--- config.mk ---
export PLATFORM = sky130hd
export DESIGN_NAME = multicycle_adder_top
export DESIGN_NICKNAME = d
export VERILOG_FILES = /design/src/rtl/adder_pkg.sv /design/src/rtl/multicycle_adder_chunk_adder.sv /design/src/rtl/multicycle_adder_top.sv
export SDC_FILE = /design/constraint.sdc
export NUM_CORES = 1
export LEC_CHECK = 0
export BUFFER_PORTS_ARGS = -buffer_cell sky130_fd_sc_hd__buf_2
export CAP_MARGIN = 20
export CORE_UTILIZATION = 40
export DETAILED_ROUTE_END_ITERATION = 10
export GPL_TIMING_DRIVEN = 1
export SETUP_SLACK_MARGIN = 0.5
export SYNTH_ARGS = -nofsm -noshare
export SYNTH_HDL_FRONTEND = slang
export SYNTH_SLANG_ARGS = --single-unit
--- constraint.sdc ---
create_clock -name Clk -period 3.14 [get_ports Clk]
set_input_delay 0.628 -clock Clk [delete_from_list [all_inputs] [get_ports Clk]]
set_output_delay 0.628 -clock Clk [all_outputs]
set_load 0.005 [all_outputs]
--- src/rtl/adder_pkg.sv ---
// Shared types and sizing helpers for the multicycle adder.
// Chunk count and index width are derived here so every user agrees.
package adder_pkg;

   typedef enum logic [1:0] {
      IDLE,
      COMPUTE,
      DONE
   } state_t;

   function automatic int nchunk_f(input int w, input int c);
      return w / c;
   endfunction

   // A single chunk still needs a one-bit index register.
   function automatic int idxw_f(input int n);
      return (n > 1) ? $clog2(n) : 1;
   endfunction

endpackage

--- src/rtl/multicycle_adder_chunk_adder.sv ---
// One CHUNK_W-bit ripple slice, shared across all digits of an operation.
// Purely combinational; carry is threaded through a register in the top.
module chunk_adder #(
   parameter int CHUNK_W = 4
) (
   input  logic [CHUNK_W-1:0] a,
   input  logic [CHUNK_W-1:0] b,
   input  logic               cin,
   output logic [CHUNK_W-1:0] s,
   output logic               cout
);

   logic [CHUNK_W:0] sum;

   assign sum  = {1'b0, a} + {1'b0, b} + {{CHUNK_W{1'b0}}, cin};
   assign s    = sum[CHUNK_W-1:0];
   assign cout = sum[CHUNK_W];

endmodule

--- src/rtl/multicycle_adder_top.sv ---
// Button/switch adder that processes one CHUNK_W digit per clock.
// Sum/CO/OVF are only written when the last digit completes.
module multicycle_adder_top
   import adder_pkg::*;
#(
   parameter int WIDTH   = 16,
   parameter int CHUNK_W = 4
) (
   input  logic             Clk,
   input  logic             Reset,
   input  logic             LoadB,
   input  logic             Run,
   input  logic             Sub,
   input  logic [WIDTH-1:0] SW,
   output logic [WIDTH-1:0] Aval,
   output logic [WIDTH-1:0] Bval,
   output logic [WIDTH-1:0] Sum,
   output logic             CO,
   output logic             OVF,
   output logic             Busy,
   output logic             Done
);

   localparam int NCHUNK = nchunk_f(WIDTH, CHUNK_W);
   localparam int IDX_W  = idxw_f(NCHUNK);
   localparam logic [IDX_W-1:0] LAST = IDX_W'(NCHUNK - 1);
   localparam logic [WIDTH-1:0] CMASK = WIDTH'({CHUNK_W{1'b1}});

   state_t state_q, state_d;
   logic             run_q;
   logic [WIDTH-1:0] a_q, a_d;
   logic [WIDTH-1:0] b_q, b_d;
   logic [WIDTH-1:0] sum_q, sum_d;
   logic [WIDTH-1:0] part_q, part_d;
   logic [IDX_W-1:0] idx_q, idx_d;
   logic             co_q, co_d;
   logic             ovf_q, ovf_d;
   logic             carry_q, carry_d;
   logic             sub_q, sub_d;

   logic             press;
   logic [31:0]      off;
   logic [CHUNK_W-1:0] ch_a, ch_b, ch_s;
   logic             ch_c;

   assign press = !Run && run_q;
   assign off   = 32'(idx_q) * 32'(CHUNK_W);
   assign ch_a  = CHUNK_W'(a_q >> off);
   assign ch_b  = CHUNK_W'(b_q >> off) ^ {CHUNK_W{sub_q}};

   chunk_adder #(
      .CHUNK_W (CHUNK_W)
   ) u_add (
      .a    (ch_a),
      .b    (ch_b),
      .cin  (carry_q),
      .s    (ch_s),
      .cout (ch_c)
   );

   always_comb begin
      state_d = state_q;
      a_d     = a_q;
      b_d     = b_q;
      sum_d   = sum_q;
      part_d  = part_q;
      idx_d   = idx_q;
      co_d    = co_q;
      ovf_d   = ovf_q;
      carry_d = carry_q;
      sub_d   = sub_q;
      unique case (state_q)
         IDLE: begin
            // The B load precedes the start, so a same-cycle
            // press computes with the freshly loaded B.
            if (!LoadB) b_d = SW;
            if (press) begin
               a_d     = SW;
               sub_d   = Sub;
               carry_d = Sub;
               idx_d   = '0;
               part_d  = '0;
               state_d = COMPUTE;
            end
         end
         COMPUTE: begin
            part_d  = (part_q & ~(CMASK << off))
                    | (WIDTH'(ch_s) << off);
            carry_d = ch_c;
            idx_d   = idx_q + IDX_W'(1);
            if (idx_q == LAST) begin
               sum_d   = part_d;
               co_d    = ch_c;
               ovf_d   = (a_q[WIDTH-1] == (b_q[WIDTH-1] ^ sub_q))
                      && (part_d[WIDTH-1] != a_q[WIDTH-1]);
               idx_d   = '0;
               state_d = DONE;
            end
         end
         DONE: begin
            if (Run) state_d = IDLE;
         end
         default: state_d = IDLE;
      endcase
   end

   always_ff @(posedge Clk or negedge Reset) begin
      if (!Reset) begin
         state_q <= IDLE;
         run_q   <= 1'b1;
         a_q     <= '0;
         b_q     <= '0;
         sum_q   <= '0;
         part_q  <= '0;
         idx_q   <= '0;
         co_q    <= 1'b0;
         ovf_q   <= 1'b0;
         carry_q <= 1'b0;
         sub_q   <= 1'b0;
      end else begin
         state_q <= state_d;
         run_q   <= Run;
         a_q     <= a_d;
         b_q     <= b_d;
         sum_q   <= sum_d;
         part_q  <= part_d;
         idx_q   <= idx_d;
         co_q    <= co_d;
         ovf_q   <= ovf_d;
         carry_q <= carry_d;
         sub_q   <= sub_d;
      end
   end

   assign Aval = a_q;
   assign Bval = b_q;
   assign Sum  = sum_q;
   assign CO   = co_q;
   assign OVF  = ovf_q;
   assign Busy = (state_q == COMPUTE);
   assign Done = (state_q == DONE);

endmodule

# Word-level counts from Yosys, hierarchy flattened
# Index checks and enable logic that the tools add are counted.
# op_classes
addsub	3
n_eq_ne	8
n_shift	4
mux	11
bitwise	6
n_reduce_logical	10
# op_table
operator	count
$pmux W16 S2	1
$shr A16 B4 Y4	2
$and A16 B16 Y16	1
$mux W16	1
$not A16 Y16	1
$or A16 B16 Y16	1
$shl A4 B4 Y16	1
$shl A4 B4 Y16 const A	1
$mux W2	5
$reduce_and A2 Y1	4
$pmux W2 S3	1
$add A4 B4 Y5	1
$add A5 B1 Y5	1
$eq A2 B2 Y1 const B	2
$ne A2 B2 Y1 const B	2
$pmux W2 S2	1
$xor A4 B4 Y4	1
$reduce_and A3 Y1	1
$add A2 B1 Y2 const B	1
$eq A2 B1 Y1 const B	1
$logic_and A1 B1 Y1	2
$logic_not A2 Y1	1
$ne A2 B1 Y1 const B	1
$pmux W1 S2	1
other kinds (7)	7
# word_totals
ff_bits	73
output_inout_bits	52

# Depth between registers and ports, before layout
# depth
ltp_word	8
mapped_depth	10
mapped_depth_nobuf	8

# Cells and area by module
# Synthesis repeated with hierarchy kept, for this count alone.
# hier_totals
cells_unflattened	293
area_unflattened_um2	3264.4
# by_module_without_submodules
module	n_inst	cells_each	area_per_inst_um2	seq_area_each_um2
multicycle_adder_top	1	277	3120.5	1727.9
chunk_adder	1	16	143.9	0.0

# Worst setup path after synthesis
# OpenSTA, ideal clock, no wires.
# synth_path
kind	register to register
from	register idx_q[0]
to	register sum_q[1] (netlist: Sum[1])
setup_time_ns	0.128
arrival_time_ns	2.511
slack_ns	0.501
path_stages_with_launch	10
cell_sequence	dfrtp_1 -> buf_2 -> mux4_2 -> xnor2_1 -> fa_1 -> inv_1 -> fa_1 -> clkbuf_1 -> a22oi_1 -> o21ai_0
# synth_via
elab_chain_cells	6
elab_cells_between_ends	12
cone_classes	add/sub: 2; eq/ne: 1; shift: 4; bitwise: 4; reduce/logical: 1
# synth_rtl
element	line	text
from (decl)	multicycle_adder_top.sv:35	logic [IDX_W-1:0] idx_q, idx_d;
from (signal assigned)	multicycle_adder_top.sv:127	idx_q <= idx_d;
$shr A16 B4 Y4	multicycle_adder_top.sv:49	assign ch_b = CHUNK_W'(b_q >> off) ^ {CHUNK_W{sub_q}};
$xor A4 B4 Y4	multicycle_adder_top.sv:49	
$add A4 B4 Y5	multicycle_adder_chunk_adder.sv:15	assign sum = {1'b0, a} + {1'b0, b} + {{CHUNK_W{1'b0}}, cin};
$add A5 B1 Y5	multicycle_adder_chunk_adder.sv:15	
$shl A4 B4 Y16	multicycle_adder_top.sv:88	| (WIDTH'(ch_s) << off);
$or A16 B16 Y16	multicycle_adder_top.sv:88	
to (signal assigned)	multicycle_adder_top.sv:125	sum_q <= sum_d;
to (decl)	multicycle_adder_top.sv:33	logic [WIDTH-1:0] sum_q, sum_d;
# Several ways; a longest one is shown, not always the timed one.
# A chain may end at the register's enable or synchronous reset.

# Worst setup path after layout
# layout_path
from	register idx_q[0]
to	register sum_q[3] (netlist: Sum[3])
# Same word-level chain as after synthesis.

==> flow_metrics.py <==
metrics = {
    "run_status": {
        "status": "completed",
    },
    "grt": {
        "grt_max_degree": 42,
        "antenna_found_initial": 0,
        "grt_pass1_vias": 2381,
        "grt_use_total_pct": 18.7,
        "overflow": 0,
        "grt_pass1_wl_mm": 12.2,
    },
    "route": {
        "routed_wl_mm": 7.24,
        "ant_nets": 0,
        "dr_total_vias": 2288,
        "first_pass_iters": 4,
        "vias_per_cell": 5.16,
        "drt_iter0_markers": 77,
        "drc": 0,
        "avgRoutedWirePerCell_um": 16.3,
    },
    "clock_network": {
        "h-tree-depth": 3,
        "cts.sinks": 69,
        "cts_buffers": 9,
        "cts-root-buf": "clkbuf_8",
        "insertion_delay_ns": 0.34,
        "cts_buffer_depth": 2,
        "cts_tree": "built",
        "cts_hold_buf": 0,
        "clk_pin_slew_ns": 0.08,
    },
    "sta": {
        "slew_headroom_pct": 46.2,
        "worstMarginPinSlew_ns": 0.804,
        "rsz0062_at_grt": "no",
        "max_freq_mhz": 403,
        "finalClockSkew_ns": 0.0128,
        "hold_viol_final": 0,
        "final.period_utilization_pct": 79.0,
        "slew_violations": 0,
        "setup_viol": 0,
        "tns_ns": 0,
        "fin_crit_ns": 2.48,
    },
    "floorplanning": {
        "fp.dieW_um": 92.6,
        "rows": 32,
        "coreArea_mm2": 0.00785,
        "die_h_um": 92.6,
        "top_level_ports": 73,
        "die-area_mm2": 0.00858,
        "start_util_pct": 41.9,
    },
    "worst_setup_path": {
        "crit_path_start_kind": "flip-flop",
        "critPathMaxFanout": 5,
        "worst-setup-path-type": "reg2reg",
        "endpoint_kind": "flip-flop",
        "cp_data_arrival_time_ns": 2.71,
        "required_ns": 3.37,
    },
    "yosys": {
        "synth-edff-count": 0,
        "ys_ff_latch": 69,
        "ys_seq_area_share_pct": 52.6,
        "synthesis.nets": 288,
        "synth_cell_types": 41,
        "synth.area.top_cells": "dfrtp_1, mux2_2, mux4_2",
        "synth_ff_type": "dfrtp_1",
        "yosys-top-cells-count": "dfrtp_1, mux2_2, nand2_1",
        "syn_area_mm2": 0.00329,
        "netlist.area_leader.share_pct": 51.8,
        "yosysMostFrequentCell": "dfrtp_1",
        "synth_cells": 258,
        "synth_top_area_cell": "dfrtp_1",
        "yosysWarningCount": 0,
        "synthArstFlopShare_pct": 100,
        "avgSynthCellArea_um2": 12.7,
    },
    "power": {
        "p_per_area_mw_per_mm2": 1400,
        "peakVddDrop_mv": 0.630,
        "p_leak_nw": 1.92,
        "power_mw": 5.69,
    },
    "final_layout": {
        "area_delta_synth_final_pct": 23.8,
        "instances_no_fill": 443,
        "antennaDiodeCount": 0,
        "drive_gt1_share_pct": 45.2,
        "final_area_mm2": 0.00407,
        "final_util_pct": 51.8,
        "n_fill_cell": 742,
        "regArea_mm2": 0.00173,
        "multi_input_area_mm2": 0.00148,
        "fin_nets": 366,
    },
    "placement": {
        "placed_area_mm2": 0.00375,
        "place.detailed.hpwl_mm": 5.21,
        "globalplace.congestion": 0.807,
        "io_buffers": 72,
        "place_inst": 424,
    },
    "run": {
        "drv_cap": 0,
    },
    "worst_hold_path": {
        "hold_class": "in2async",
    },
}
placed cells by master (no fill, tap or decap), drive strengths merged, types with 3 or more instances in the layout:
cell type  instances
mux4               8
xnor2              5
nor2b              4
clkinvlp           3
xor2               3
ha                 7
nor2               5
o21ai             12
nor3b              3
a21oi              9
a22o              12
a22oi              3
clkbuf            11
buf               81
inv               12
nand2             22
nand3              3
a21o               5
or3                3
dfrtp             68
mux2              35
o31ai              5
worst max-delay path, cell delays in order (launching register included):
cell     delay (ns)
dfrtp_1        0.40
buf_6          0.16
mux4_2         0.51
xnor2_1        0.16
ha_2           0.35
a21oi_2        0.20
nand2_1        0.14
xnor2_1        0.19
o41ai_1        0.25
path summary, 6_finish.rpt:
kind,startpoint,endpoint,slack [ns],depth (start not counted)
min in group Clk,Run,run_q$_DFF_PN1_,0.44,1
worst min-delay path,Reset,Sum[6]$_DFFE_PN0P_,0.32,1
worst max-delay path,idx_q[0]$_DFFE_PN0P_,Sum[3]$_DFFE_PN0P_,0.66,8
worst max register to register,idx_q[0]$_DFFE_PN0P_,Sum[3]$_DFFE_PN0P_,0.66,8
max in group asynchronous,Reset,run_q$_DFF_PN1_,2.10,2
worst min register to register,Sum[5]$_DFFE_PN0P_,Sum[5]$_DFFE_PN0P_,0.47,2
flip-flops by register name, summed over array words and instances, names as in the netlist, 2 cells and up:
| name | count |
|---|---|
| Aval | 16 |
| Bval | 16 |
| Sum | 16 |
| part_q | 12 |
| idx_q | 2 |
| state_q | 2 |
final cells by class:
class,instances,share of cell area [%]
sequential,69,42.5
tap,102,3.14
multi-input combinational,163,36.3
inverter,12,1.11
clock inverter,5,2.03
timing repair buffer,81,11.2
clock buffer,11,3.72
timing repair:
item,4_1_cts,5_1_grt
setup buffers,0,3
pin swaps,0,2
hold endpoints to repair,0,0
resized for setup,1,9
endpoints found under the setup margin,7,20
layer usage:
layer / global-route usage, % / share of wire, % / wire, um / vias up
met3: 4.27 / 4.9 / 352 / 10
li1: - / - / - / 1085
met5: 0 / 0 / 0 / -
met2: 28.8 / 44 / 3170 / 65
met4: 7.69 / 1.7 / 123 / 0
met1: 25.6 / 50 / 3600 / 1128
through the flow:
stage / worst slack [ns] / hold slack, ns
2_1_floorplan: 0.501 / 0.332
3_3_place_gp: 0.404 / 0.455
3_5_place_dp: 0.310 / 0.466
4_1_cts: 0.482 / 0.336
5_1_grt: 0.504 / 0.364
6_report: 0.659 / 0.318
power by group:
group	leakage (nW)	internal (mW)	switching, mW
clock network	0.108	0.490	0.339
registers	0.856	1.29	0.317
logic	0.952	1.55	1.70
cell families after synthesis:
| family | Yosys count | synth area share [%] |
|---|---|---|
| compound gates | 53 | 11.0 |
| xor+xnor | 8 | 2.13 |
| fa+ha+maj | 9 | 3.88 |
| buf+inv | 26 | 3.92 |
| flops | 69 | 52.6 |
| mux | 43 | 17.5 |
| simple gates | 50 | 9.03 |
(Power assumes the default switching activity.)
